==> config.mk <==
export PLATFORM = sky130hd
export DESIGN_NAME = instr_mem_arbiter
export DESIGN_NICKNAME = d
export VERILOG_FILES = /design/src/rtl/instr_mem_arbiter.sv
export SDC_FILE = /design/constraint.sdc
export NUM_CORES = 1
export LEC_CHECK = 0
export ABC_AREA = 1
export BUFFER_PORTS_ARGS = -buffer_cell sky130_fd_sc_hd__buf_2
export CAP_MARGIN = 10
export CORE_AREA = 2 2 88 90
export CTS_BUF_LIST = sky130_fd_sc_hd__clkbuf_8 sky130_fd_sc_hd__clkbuf_16
export DETAILED_ROUTE_END_ITERATION = 8
export DIE_AREA = 0 0 90 92
export HOLD_SLACK_MARGIN = 0.08
export PLACE_DENSITY = 0.72
export SLEW_MARGIN = 20
export SYNTH_ARGS = -nofsm -noshare
export SYNTH_HDL_FRONTEND = slang
export SYNTH_SLANG_ARGS = --single-unit
export TNS_END_PERCENT = 1
==> constraint.sdc <==
create_clock -name ima_clk -period 2.8 [get_ports ima_clk]
set_clock_uncertainty 0.05 [all_clocks]
set_input_delay 0.28 -clock ima_clk [delete_from_list [all_inputs] [get_ports ima_clk]]
set_output_delay 0.28 -clock ima_clk [all_outputs]
set_load 0.1 [all_outputs]
==> src/rtl/instr_mem_arbiter.sv <==
// Two-requester arbiter for a single instruction-memory port (syn/ack/last handshake).
// Requester 0 is the fetch stage and requester 1 is the loader/debug port. Ties are
// broken round-robin. A pipeline flush cancels an in-flight requester-0 response, and
// the memory ack wait is bounded by a timeout.
//
// Ports:
//   ima_clk, ima_rst                      clock, asynchronous active-low reset
//   ima_r0_syn / ima_r0_ack / _instr / _last   requester 0 handshake and response
//   ima_r1_syn / ima_r1_ack / _instr / _last   requester 1 handshake and response
//   ima_m_syn / ima_m_ack / _instr / _last     instruction-memory handshake
//   ima_i_flush                           pipeline flush (cancels requester-0 response)
//   ima_o_busy                            high while a transaction is in BUSY or RESP
//   ima_o_grant                           current or most recently granted requester
//   ima_o_timeout                         one-cycle pulse when a transaction is aborted
module instr_mem_arbiter #(
    parameter int unsigned IWIDTH  = 32,
    parameter int unsigned TIMEOUT = 16,
    parameter int unsigned TWIDTH  = 5
) (
    input  logic              ima_clk,
    input  logic              ima_rst,
    input  logic              ima_r0_syn,
    output logic              ima_r0_ack,
    output logic [IWIDTH-1:0] ima_r0_instr,
    output logic              ima_r0_last,
    input  logic              ima_r1_syn,
    output logic              ima_r1_ack,
    output logic [IWIDTH-1:0] ima_r1_instr,
    output logic              ima_r1_last,
    output logic              ima_m_syn,
    input  logic              ima_m_ack,
    input  logic [IWIDTH-1:0] ima_m_instr,
    input  logic              ima_m_last,
    input  logic              ima_i_flush,
    output logic              ima_o_busy,
    output logic              ima_o_grant,
    output logic              ima_o_timeout
);

    localparam logic [TWIDTH-1:0] TLIMIT = TWIDTH'(TIMEOUT - 1);

    typedef enum logic [1:0] {
        IDLE = 2'd0,
        BUSY = 2'd1,
        RESP = 2'd2
    } state_t;

    state_t            state;
    logic [TWIDTH-1:0] tcnt;
    logic              drop;
    logic              win_c;

    // Single request wins outright; on a tie the requester not granted last time wins.
    assign win_c = (ima_r0_syn && ima_r1_syn) ? ~ima_o_grant : ima_r1_syn;

    // Arbitration FSM with registered outputs.
    always_ff @(posedge ima_clk or negedge ima_rst) begin
        if (!ima_rst) begin
            state         <= IDLE;
            tcnt          <= '0;
            drop          <= 1'b0;
            ima_r0_ack    <= 1'b0;
            ima_r0_instr  <= '0;
            ima_r0_last   <= 1'b0;
            ima_r1_ack    <= 1'b0;
            ima_r1_instr  <= '0;
            ima_r1_last   <= 1'b0;
            ima_m_syn     <= 1'b0;
            ima_o_busy    <= 1'b0;
            ima_o_grant   <= 1'b1;
            ima_o_timeout <= 1'b0;
        end else begin
            // Strobes default low; only the branches below raise them.
            ima_r0_ack    <= 1'b0;
            ima_r1_ack    <= 1'b0;
            ima_o_timeout <= 1'b0;

            case (state)
                IDLE: begin
                    if (ima_r0_syn || ima_r1_syn) begin
                        ima_o_grant <= win_c;
                        ima_m_syn   <= 1'b1;
                        ima_o_busy  <= 1'b1;
                        tcnt        <= '0;
                        state       <= BUSY;
                    end
                end

                BUSY: begin
                    // Flush only concerns the fetch stage's outstanding response.
                    if (ima_i_flush && !ima_o_grant) begin
                        drop <= 1'b1;
                    end
                    if (ima_m_ack) begin
                        ima_m_syn <= 1'b0;
                        state     <= RESP;
                        if (ima_o_grant) begin
                            ima_r1_instr <= ima_m_instr;
                            ima_r1_last  <= ima_m_last;
                            ima_r1_ack   <= ~drop;
                        end else begin
                            ima_r0_instr <= ima_m_instr;
                            ima_r0_last  <= ima_m_last;
                            ima_r0_ack   <= ~(drop || ima_i_flush);
                        end
                    end else if (tcnt == TLIMIT) begin
                        // Abort: memory never answered within the budget.
                        ima_m_syn     <= 1'b0;
                        ima_o_timeout <= 1'b1;
                        ima_o_busy    <= 1'b0;
                        drop          <= 1'b0;
                        state         <= IDLE;
                    end else begin
                        tcnt <= tcnt + TWIDTH'(1);
                    end
                end

                RESP: begin
                    drop       <= 1'b0;
                    ima_o_busy <= 1'b0;
                    state      <= IDLE;
                end

                default: begin
                    ima_m_syn  <= 1'b0;
                    ima_o_busy <= 1'b0;
                    drop       <= 1'b0;
                    state      <= IDLE;
                end
            endcase
        end
    end

endmodule

Word level (Yosys, flattened, before mapping)
Index checks and enable logic that the tools add are counted.
- output and inout bits: 72
- register bits after elaboration: 80
- word-level logic and storage cells: 68
- reduce and logical (&&, ||, !) cells: 14
- add/subtract/negate cells: 1
- muxes and demuxes: 28
- bitwise logic cells: 4
- equality and inequality tests: 8
- operator list (cell ; count):
    $mux W1 ; 17
    $mux W5 ; 3
    $reduce_and A3 Y1 ; 4
    $pmux W5 S2 ; 1
    $ne A2 B2 Y1 const B ; 4
    $mux W2 ; 3
    $add A5 B1 Y5 const B ; 1
    $eq A5 B4 Y1 const B ; 1
    $not A1 Y1 ; 4
    $pmux W1 S2 ; 2
    $pmux W2 S2 ; 1
    $reduce_and A2 Y1 ; 2
    $reduce_and A4 Y1 ; 1
    $ne A3 B3 Y1 const B ; 1
    $pmux W1 S3 ; 1
    $eq A2 B1 Y1 const B ; 1
    $eq A2 B2 Y1 const B ; 1
    $logic_and A1 B1 Y1 ; 2
    $logic_not A2 Y1 ; 1
    $logic_or A1 B1 Y1 ; 2
    $reduce_bool A2 Y1 ; 1
    $logic_not A1 Y1 ; 1

Depth between registers and ports, before layout
Gate-level depths: netlist of the first run.
- depth in word-level cells: 6
- gate-level depth with buffers: 9
- gate-level depth less buffers: 9

Worst setup path before layout of the first run
No wires, ideal clock.
- path kind: register to register
- start point: reg ima_o_grant
- end point: reg ima_r0_instr[10]
- required time: 2.620 ns
- library setup time: 0.130 ns
- cell stages (with the launch flop): 5
- period minus slack after synthesis: 1.703 ns
- data arrival time: 1.523 ns
- path slack: 1.097 ns
- buffers on the path: 1
- cells stage by stage: dfstp_2 -> inv_1 -> nand2_4 -> clkbuf_1 -> o21ai_1
- longest elaborated chain between the ends: 2
- RTL lines (what ; line ; source):
    from (decl) ; 36 ; output logic ima_o_grant,
    from (signal assigned) ; 81 ; ima_o_grant <= win_c;
    $not A1 Y1 (no source line) ; - ;
    $reduce_and A3 Y1 (no source line) ; - ;
    to (signal assigned) ; 102 ; ima_r0_instr <= ima_m_instr;
    to (decl) ; 24 ; output logic [IWIDTH-1:0] ima_r0_instr,
No other way between the ends.
A chain may end at the register's enable or synchronous reset.

Worst setup path in the final report of the first run
- start point: reg tcnt[0]
- end point: reg tcnt[3]
- longest elaborated chain between the ends: 4
- elaborated cells between the ends (all ways): 7
- classes of those cells: add/sub (1); eq/ne (2); mux (3); reduce/logical (1)
- RTL lines (what ; line ; source):
    from (decl) ; 49 ; logic [TWIDTH-1:0] tcnt;
    from (signal assigned) ; 114 ; tcnt <= tcnt + TWIDTH'(1);
    $add A5 B1 Y5 ; 114 ;
    $mux W5 ; 106 ; end else if (tcnt == TLIMIT) begin
    $mux W5 ; 94 ; if (ima_m_ack) begin
    $pmux W5 S2 ; 78 ; case (state)
Several ways; a longest one is shown, not always the timed one. The select of a mux whose other input is x is not followed.

==> run metrics, run 1 <==
status=completed; htree depth=3; Max clock buf depth=2; RSZ-0062 raised after global routing=false; Slew Limit Headroom=52.65%; Finished Layout Cells=540; synthesized area=3187 um2; # rows=32; die area=8280 um2; clock sink total=80; initial antenna violation count=0; Slew Viols, Final=0; DR WL/cell=11.84 um; YS warnings=0; area grow syn2layout=25.25%; share of cells above drive strength 1=31.51%; crit path kind=reg -> reg; Placer Congestion=0.7334; Setup-failing EPs final=0; Worst Setup End Kind=flip-flop; ant diodes=0; Worst-path clk slew=0.07 ns; final setup TNS=0 ns; Die W=90 um; vias per cell=4.609; startpoint types=flip-flop; post-route ant nets=0; hpwl dp=4341 um; # resized after CTS=0; Die Y=92 um; Peak Freq=587.7 MHz; Post-CTS Setup Inserts=0; vias in the first global route=2,596; first-pass GRT wire length=11,180 um; CTS Hold Buffers Added=2; crit path DAT=1.85 ns; Critical Path RT=2.95 ns; First-pass DRT Iterations=4; Seq cells post-synth=80; Ports=111; Syn Area/Cell=9.806 um2; CTS root buf=clkbuf_8; Util after Layout=53.60%; Skew-Pair Late Insertion Delay=0.33 ns; Nets=477; Starting DRT DRC Count=94; Worst path slowest cell=dfrtp_1; grt total ovfl=0; worst path cell trace=ha_1 > nand2_1 > nor2_1 > ha_1 > a21oi_1 > nand3_1 > nand2_1 > o21ai_0; Syn Inst Count=325; Post-Syn Nets=367; CTS tree=built; HP Class=in -> reg; largest stage delay on the critical path=0.42 ns; post-synthesis sequential area ratio=62.86%; drt drc=0; gr usage total=16.52%; Least-Margin Pin Slew=0.7102 ns; TritonCTS Buffers=9; Port Buffers=110; Min Clock Period, post-route=1.702 ns; core area=7447 um2; Initial Util=42.79%; total number of vias=2,489; Placed Instances=523; final hold vios=0; fin crit share=60.77%; critical path peak fanout=6; Distinct cells, synth=24; max-cap violation count=0; largest net degree at the start of global routing=81; DRT Wirelength=6394 um
cells in the mapped netlist:
library cell  number  area, um2
a21oi_1            3      15.01
a31oi_1            2      12.51
buf_2              2      10.01
buf_6              8      90.09
clkbuf_1           2      7.510
clkbuf_2           2      10.01
dfrtp_1           79       1977
dfstp_2            1      26.28
ha_1               3      37.54
inv_1             46      172.7
inv_4              1      6.260
nand2_1           81      304.0
nand2_4            2      22.52
nand3_1            2      10.01
nand3_2            1      10.01
nand4_1            1      6.260
nor2_1            10      37.54
nor2_2             1      6.260
nor3_1             3      15.01
o21ai_0           12      60.06
o21ai_1           53      265.3
o21ai_2            8      70.07
or2_0              1      6.260
xnor2_1            1      8.760
sequential cells by signal (all words and copies together), names as in the netlist:
register,cells
ima_o_grant,1
ima_r0_instr,32
ima_r0_ack,1
ima_r0_last,1
drop,1
ima_r1_instr,32
ima_o_busy,1
ima_o_timeout,1
ima_r1_last,1
ima_m_syn,1
tcnt,5
ima_r1_ack,1
state,2
layout by cell type, fill, tap and decap left out, types with 2 or more instances in the layout:
master	count
a31oi_1	2
nor3_1	3
nand2_1	81
clkinv_2	2
ha_1	3
o21ai_1	53
dfrtp_1	79
o21ai_2	8
o21ai_0	12
buf_2	109
a21oi_1	3
dlygate4sd3_1	3
bufinv_16	2
nor2_1	10
clkbuf_8	10
nand2_4	2
inv_1	46
nand3_1	2
cells by family (layout without fill, tap and decap cells):
| kind of cell | Yosys count | after routing | share of synthesized area, % |
|---|---|---|---|
| AO/OA/AOI/OAI | 78 | 78 | 13.27 |
| XOR/XNOR | 1 | 1 | 0.2749 |
| AND/OR/NAND/NOR | 102 | 102 | 13.11 |
| adder cells (fa/ha/maj) | 3 | 3 | 1.178 |
| buffers and inverters | 61 | 174 | 9.306 |
| flip-flops | 80 | 80 | 62.86 |
area by class of cell:
type,instances,area (um2)
clock buffer,10,137.6
tap,102,127.6
inverter,47,178.9
sequential,80,2003
multi-input combinational,184,887.1
clock inverter,4,70.07
timing repair buffer,113,586.8
fill,748,3456
worst max-delay path: cells and delay by family, from the launching register on:
kind | cells | cell delay [ns]
AOI/OAI and AO/OA | 2 | 0.27
and+or+nand+nor | 4 | 0.42
adders and majority gates | 2 | 0.42
DFF | 1 | 0.42
through the flow:
step                      worst slack [ns]  instance area (um2)  hold WS (ns)
final                                1.098                 3991        0.1154
after global routing                0.8981                 3991        0.1110
after CTS                            1.093                 3978       0.09567
after detailed placement             1.094                 3750        0.3961
after global placement               1.174                 3750        0.3996
after floorplan                      1.097                 3187      -0.06559
layer usage:
| layer | GRT usage (%) | part of all wire (%) | up-vias |
|---|---|---|---|
| met3 | 3.287 | 4.0 | 8 |
| li1 | - | - | 1242 |
| met2 | 30.26 | 51 | 56 |
| met1 | 19.01 | 44 | 1183 |
| met5 | 0 | 0 | - |
| met4 | 6.538 | 1.1 | 0 |
final timing paths:
| kind | slack [ns] | endpoint | depth (start not counted) | startpoint |
|---|---|---|---|---|
| worst max-delay path | 1.10 | tcnt[3] | 8 | tcnt[0] |
| worst min-delay path | 0.12 | ima_o_timeout | 2 | ima_m_ack |
| worst max register to register | 1.10 | tcnt[3] | 8 | tcnt[0] |
| worst min register to register | 0.40 | ima_r1_ack | 1 | drop |
| max in group asynchronous | 1.72 | ima_r1_instr[8] | 2 | ima_rst |
| min in group asynchronous | 0.49 | ima_o_timeout | 2 | ima_rst |
Power of run 1 is left out: the tool's default activity adds up to more than one toggle a clock period on the data nets, which glitch-free logic cannot reach.
==> run 2: changes to the inputs <==
--- a/config.mk
+++ b/config.mk
@@ -5,7 +5,7 @@
 export SDC_FILE = /design/constraint.sdc
 export NUM_CORES = 1
 export LEC_CHECK = 0
-export ABC_AREA = 1
+export ABC_AREA = 0
 export BUFFER_PORTS_ARGS = -buffer_cell sky130_fd_sc_hd__buf_2
 export CAP_MARGIN = 10
 export CORE_AREA = 2 2 88 90
@@ -13,7 +13,7 @@
 export DETAILED_ROUTE_END_ITERATION = 8
 export DIE_AREA = 0 0 90 92
 export HOLD_SLACK_MARGIN = 0.08
-export PLACE_DENSITY = 0.72
+export PLACE_DENSITY = 0.74
 export SLEW_MARGIN = 20
 export SYNTH_ARGS = -nofsm -noshare
 export SYNTH_HDL_FRONTEND = slang
==> constraint.sdc (replaced) <==
create_clock -name ima_clk -period 1.45 [get_ports ima_clk]
set_clock_uncertainty 0.05 [all_clocks]
set_input_delay 0.145 -clock ima_clk [delete_from_list [all_inputs] [get_ports ima_clk]]
set_output_delay 0.145 -clock ima_clk [all_outputs]
set_load 0.1 [all_outputs]
==> run metrics, run 2 <==
Critical Path RT=1.66 ns; commonest non-fill, non-tap cell in the layout=buf_2; post-synthesis sequential area ratio=64.45%; CTS root buf=clkbuf_8; Async SR Flop Fraction=100.0%; Seq cells post-synth=80; # rows=32; Slew Limit Headroom=66.80%; Post-CTS Setup Inserts=0; number of synthesized flops with an enable pin=0; crit path kind=reg -> reg; CP Launch Point=tcnt[1]; Slew Viols, Final=0; synthesized area=3108 um2; ant diodes=0; crit path DAT=1.99 ns; share of cells above drive strength 1=58.24%; Finished Layout Cells=478; area grow syn2layout=52.78%; DRT Wirelength=7218 um; top cells by count, synth=dfrtp_1 (79), mux2_2 (60), nand2_1 (8); RSZ-0062 raised after global routing=true; Max clock buf depth=2; fin crit share=122.7%; Reg-to-Reg End=tcnt[3]; core area=7447 um2; initial antenna violation count=0; CTS tree=built; Least-Margin Pin Slew=0.5015 ns; hold_ws=0.1996 ns; Setup-failing EPs final=72; clock sink total=80; Yosys top cell area share=63.61%; drt drc=0; Post-Syn Nets=246; total number of vias=2,227; post-route ant nets=0; Initial Util=41.73%; Skew-Pair Late Insertion Delay=0.33 ns; Placed Instances=424; Main synth FF type=dfrtp_1; First-pass DRT Iterations=3; Die W=90 um; largest net degree at the start of global routing=40; Util after Layout=63.76%; Layout fillers=595; count leader, synth=dfrtp_1; Peak Freq=562.2 MHz; Worst Setup End Kind=flip-flop; depth of the worst register-to-register path=6; Die Y=92 um; Starting DRT DRC Count=88; max-cap violation count=0; htree depth=3; grt total ovfl=0; DR WL/cell=15.10 um; gr usage total=17.77%; Nets=413; first-pass GRT wire length=11,740 um; R2R Path Start=tcnt[1]; Distinct cells, synth=29; TritonCTS Buffers=9; status=finished with violations; violated checks=setup timing; Syn Inst Count=204; vias per cell=4.659; Syn Area/Cell=15.24 um2; setup ws final=-0.3288 ns; startpoint types=flip-flop; Largest regs=ima_r0_instr (32), ima_r1_instr (32), tcnt (5); Seq. cell area=2007 um2; Port Buffers=110; Min Clock Period, post-route=1.779 ns; crit path to=tcnt[3]; Multi-input gate area=1265 um2; hold path start=ima_m_ack; most frequent cells in the layout=buf_2 (108), dfrtp_1 (79), mux2_4 (49), dlygate4sd3_1 (38), mux2_2 (14); Worst-path clk slew=0.08 ns; hpwl dp=4338 um; vias in the first global route=2,432; Ports=111; die area=8280 um2; Worst R2R Setup Slack=-0.33 ns; Placer Congestion=0.7933; largest area contributor in the netlist=dfrtp_1; HP Class=in -> reg; critical path peak fanout=5; Area contributors post-synth=dfrtp_1 (64%), mux2_2 (22%), mux2_1 (2.2%); YS warnings=0; final hold vios=0
run 2: changes by cell type in the layout (fill, tap and decap cells not counted), moves of 6 or more:
cell / previous run / this run
dlygate4sd3_1: 3 / 38
o21ai_0: 12 / 3
inv_1: 46 / 5
o21ai_1: 53 / 2
o21ai_2: 8 / 0
nand2_1: 81 / 7
buf_4: 0 / 11
mux2_2: 0 / 14
mux2_4: 0 / 49
buf_12: 0 / 6
run 2: critical path, cell delays in order, from the launching register on:
cell and delay [ns]:
dfrtp_1 0.39, ha_2 0.19, and3_4 0.16, ha_4 0.15, o32a_4 0.32, or3_1 0.33
a21oi_2 0.13
run 2: worst min path at each step:
stage	to	slack [ns]	cells past startpoint
final	ima_m_syn	0.20	4
after floorplan	drop	-0.20	0
after global routing	ima_m_syn	0.22	4
after global placement	ima_r1_instr[30]	0.06	1
after CTS	ima_m_syn	0.18	4
after detailed placement	ima_r1_instr[30]	0.06	1
run 2: logic make-up (layout without fill, tap and decap cells):
family | Yosys count | after routing | synth area share [%]
flops | 80 | 80 | 64.45
simple gates | 28 | 28 | 4.992
mux | 66 | 66 | 23.91
compound gates | 14 | 14 | 3.140
fa+ha+maj | 3 | 3 | 1.208
buf+inv | 13 | 185 | 2.294
run 2: per-stage QoR:
step	TNS [ns]	worst slack [ns]	area (um2)
after floorplan	-14.56	-0.2836	3168
after global placement	-7.025	-0.2644	3974
after detailed placement	-8.147	-0.3364	3974
after CTS	-8.657	-0.3423	4666
after global routing	-12.41	-0.4003	4748
final	-8.522	-0.3288	4748
run 2: layer usage:
metal  GRT usage [%]  wire, um  vias up
met4           6.923        87        0
met5               0         0        -
li1                -         -     1049
met2           31.33      3643       65
met3           3.862       338        7
met1           21.31      3148     1106
run 2: timing repair:
item,4_1_cts,5_1_grt
gates resized for setup,34,23
endpoints found under the setup margin,72,74
hold buffers,38,0
endpoints found under the hold margin,151,0
run 2: final cells by class:
type	instances	area share, %
Sequential cell	80	42.27
Multi-Input combinational cell	111	26.64
Timing Repair Buffer	165	24.14
Tap cell	102	2.688
Clock buffer	9	2.609
Clock inverter	7	1.344
Inverter	4	0.3162
Power of run 2 is left out for the same reason.
==> run 3: changes to the inputs <==
--- a/config.mk
+++ b/config.mk
@@ -14,6 +14,7 @@
 export DIE_AREA = 0 0 90 92
 export HOLD_SLACK_MARGIN = 0.08
 export PLACE_DENSITY = 0.74
+export REMOVE_ABC_BUFFERS = 1
 export SLEW_MARGIN = 20
 export SYNTH_ARGS = -nofsm -noshare
 export SYNTH_HDL_FRONTEND = slang
==> run metrics, run 3 (same netlist as run 2, synthesis figures left out) <==
DRT Wirelength=6926 um; Layout fillers=615; share of cells above drive strength 1=59.04%; ant diodes=0; area grow syn2layout=50.00%; Worst-path clk slew=0.08 ns; Skew-Pair Late Insertion Delay=0.33 ns; Worst path slowest cell=dfrtp_1; htree depth=3; depth of the worst register-to-register path=6; vias per cell=4.709; DR WL/cell=14.49 um; crit path DAT=2.05 ns; Hold Path Depth=2; Util after Layout=62.60%; Max clock buf depth=2; TritonCTS Buffers=9; Place WS=-0.5686 ns; max-cap violation count=0; largest stage delay on the critical path=0.39 ns; HP Class=in -> reg; most frequent cells in the layout=buf_2 (108), dfrtp_1 (79), mux2_2 (37), dlygate4sd3_1 (37), mux2_4 (26); Least-Margin Pin Slew=0.4955 ns; clock sink total=80; initial antenna violation count=0; drt drc=0; first-pass GRT wire length=11,360 um; Die W=90 um; status=finished with violations; die area=8280 um2; commonest non-fill, non-tap cell in the layout=buf_2; worst path cell trace=ha_2 > and3_4 > ha_4 > o32a_4 > or3_4 > a21oi_2; hpwl dp=4263 um; Slew Limit Headroom=67.19%; setup ws final=-0.3880 ns; Largest regs=ima_r0_instr (32), ima_r1_instr (32), tcnt (5); WP buf/inv=0; Crit path max-delay family=simple AND/OR/NAND/NOR gates; # rows=32; fin crit share=126.8%; Setup-failing EPs final=72; Port Buffers=110; Min Clock Period, post-route=1.838 ns; Critical Path RT=1.66 ns; Crit path depth=6; total number of vias=2,251; Peak Freq=544.1 MHz; final hold vios=0; critical path peak fanout=5; CTS root buf=clkbuf_8; Worst Setup End Kind=flip-flop; core area=7447 um2; startpoint types=flip-flop; First-pass DRT Iterations=4; violated checks=setup timing; Slew Viols, Final=0; vias in the first global route=2,490; Starting DRT DRC Count=66; Die Y=92 um; crit path kind=reg -> reg; post-route ant nets=0; largest net degree at the start of global routing=81; Placer Congestion=0.7785; gr usage total=17.04%; grt total ovfl=0; Nets=413; hold_ws=0.06139 ns; Initial Util=41.73%; Ports=111; CTS tree=built; RSZ-0062 raised after global routing=true; CTS Hold Buffers Added=37
[run 3: metrics by stage]
step                      cell area [um2]  instances  setup TNS, ns
after detailed placement             3935        423         -7.117
after global routing                 4662        478         -10.76
after global placement               3935        423         -6.347
after floorplan                      3052        195         -50.14
after CTS                            4586        478         -6.874
final                                4662        478         -6.715
[run 3: final cells by class]
| class | count | area (um2) | area share [%] |
|---|---|---|---|
| well taps | 102 | 127.6 | 2.738 |
| clock inverters | 6 | 60.06 | 1.288 |
| repair buffers | 165 | 1140 | 24.45 |
| flip-flops and latches | 80 | 2003 | 42.97 |
| inverters | 4 | 15.01 | 0.3221 |
| multi-input cells | 111 | 1179 | 25.28 |
| clock buffers | 10 | 137.6 | 2.952 |
[run 3: timing repair]
action | 4_1_cts | 5_1_grt
endpoints found under the setup margin | 63 | 76
pin swaps | 5 | 0
gates resized for setup | 18 | 21
hold endpoints to repair | 150 | 2
setup buffers | 2 | 0
[run 3: path summary, 6_finish.rpt]
check | startpoint | slack (ns) | to
setup / recovery | tcnt[1] | -0.39 | tcnt[3]
hold / removal | ima_m_ack | 0.06 | ima_o_timeout
setup reg to reg | tcnt[1] | -0.39 | tcnt[3]
hold reg to reg | ima_r0_instr[13] | 0.43 | ima_r0_instr[13]
max in group asynchronous | ima_rst | 0.68 | ima_r1_instr[2]
min in group asynchronous | ima_rst | 0.30 | ima_r1_ack
[run 3: per-layer routing]
metal	track usage, %	vias up	wire length (um)
li1	-	1046	-
met3	3.944	6	406
met2	29.70	72	3545
met5	0	-	0
met1	20.61	1127	2908
met4	6.538	0	65
Power of run 3 is left out for the same reason.
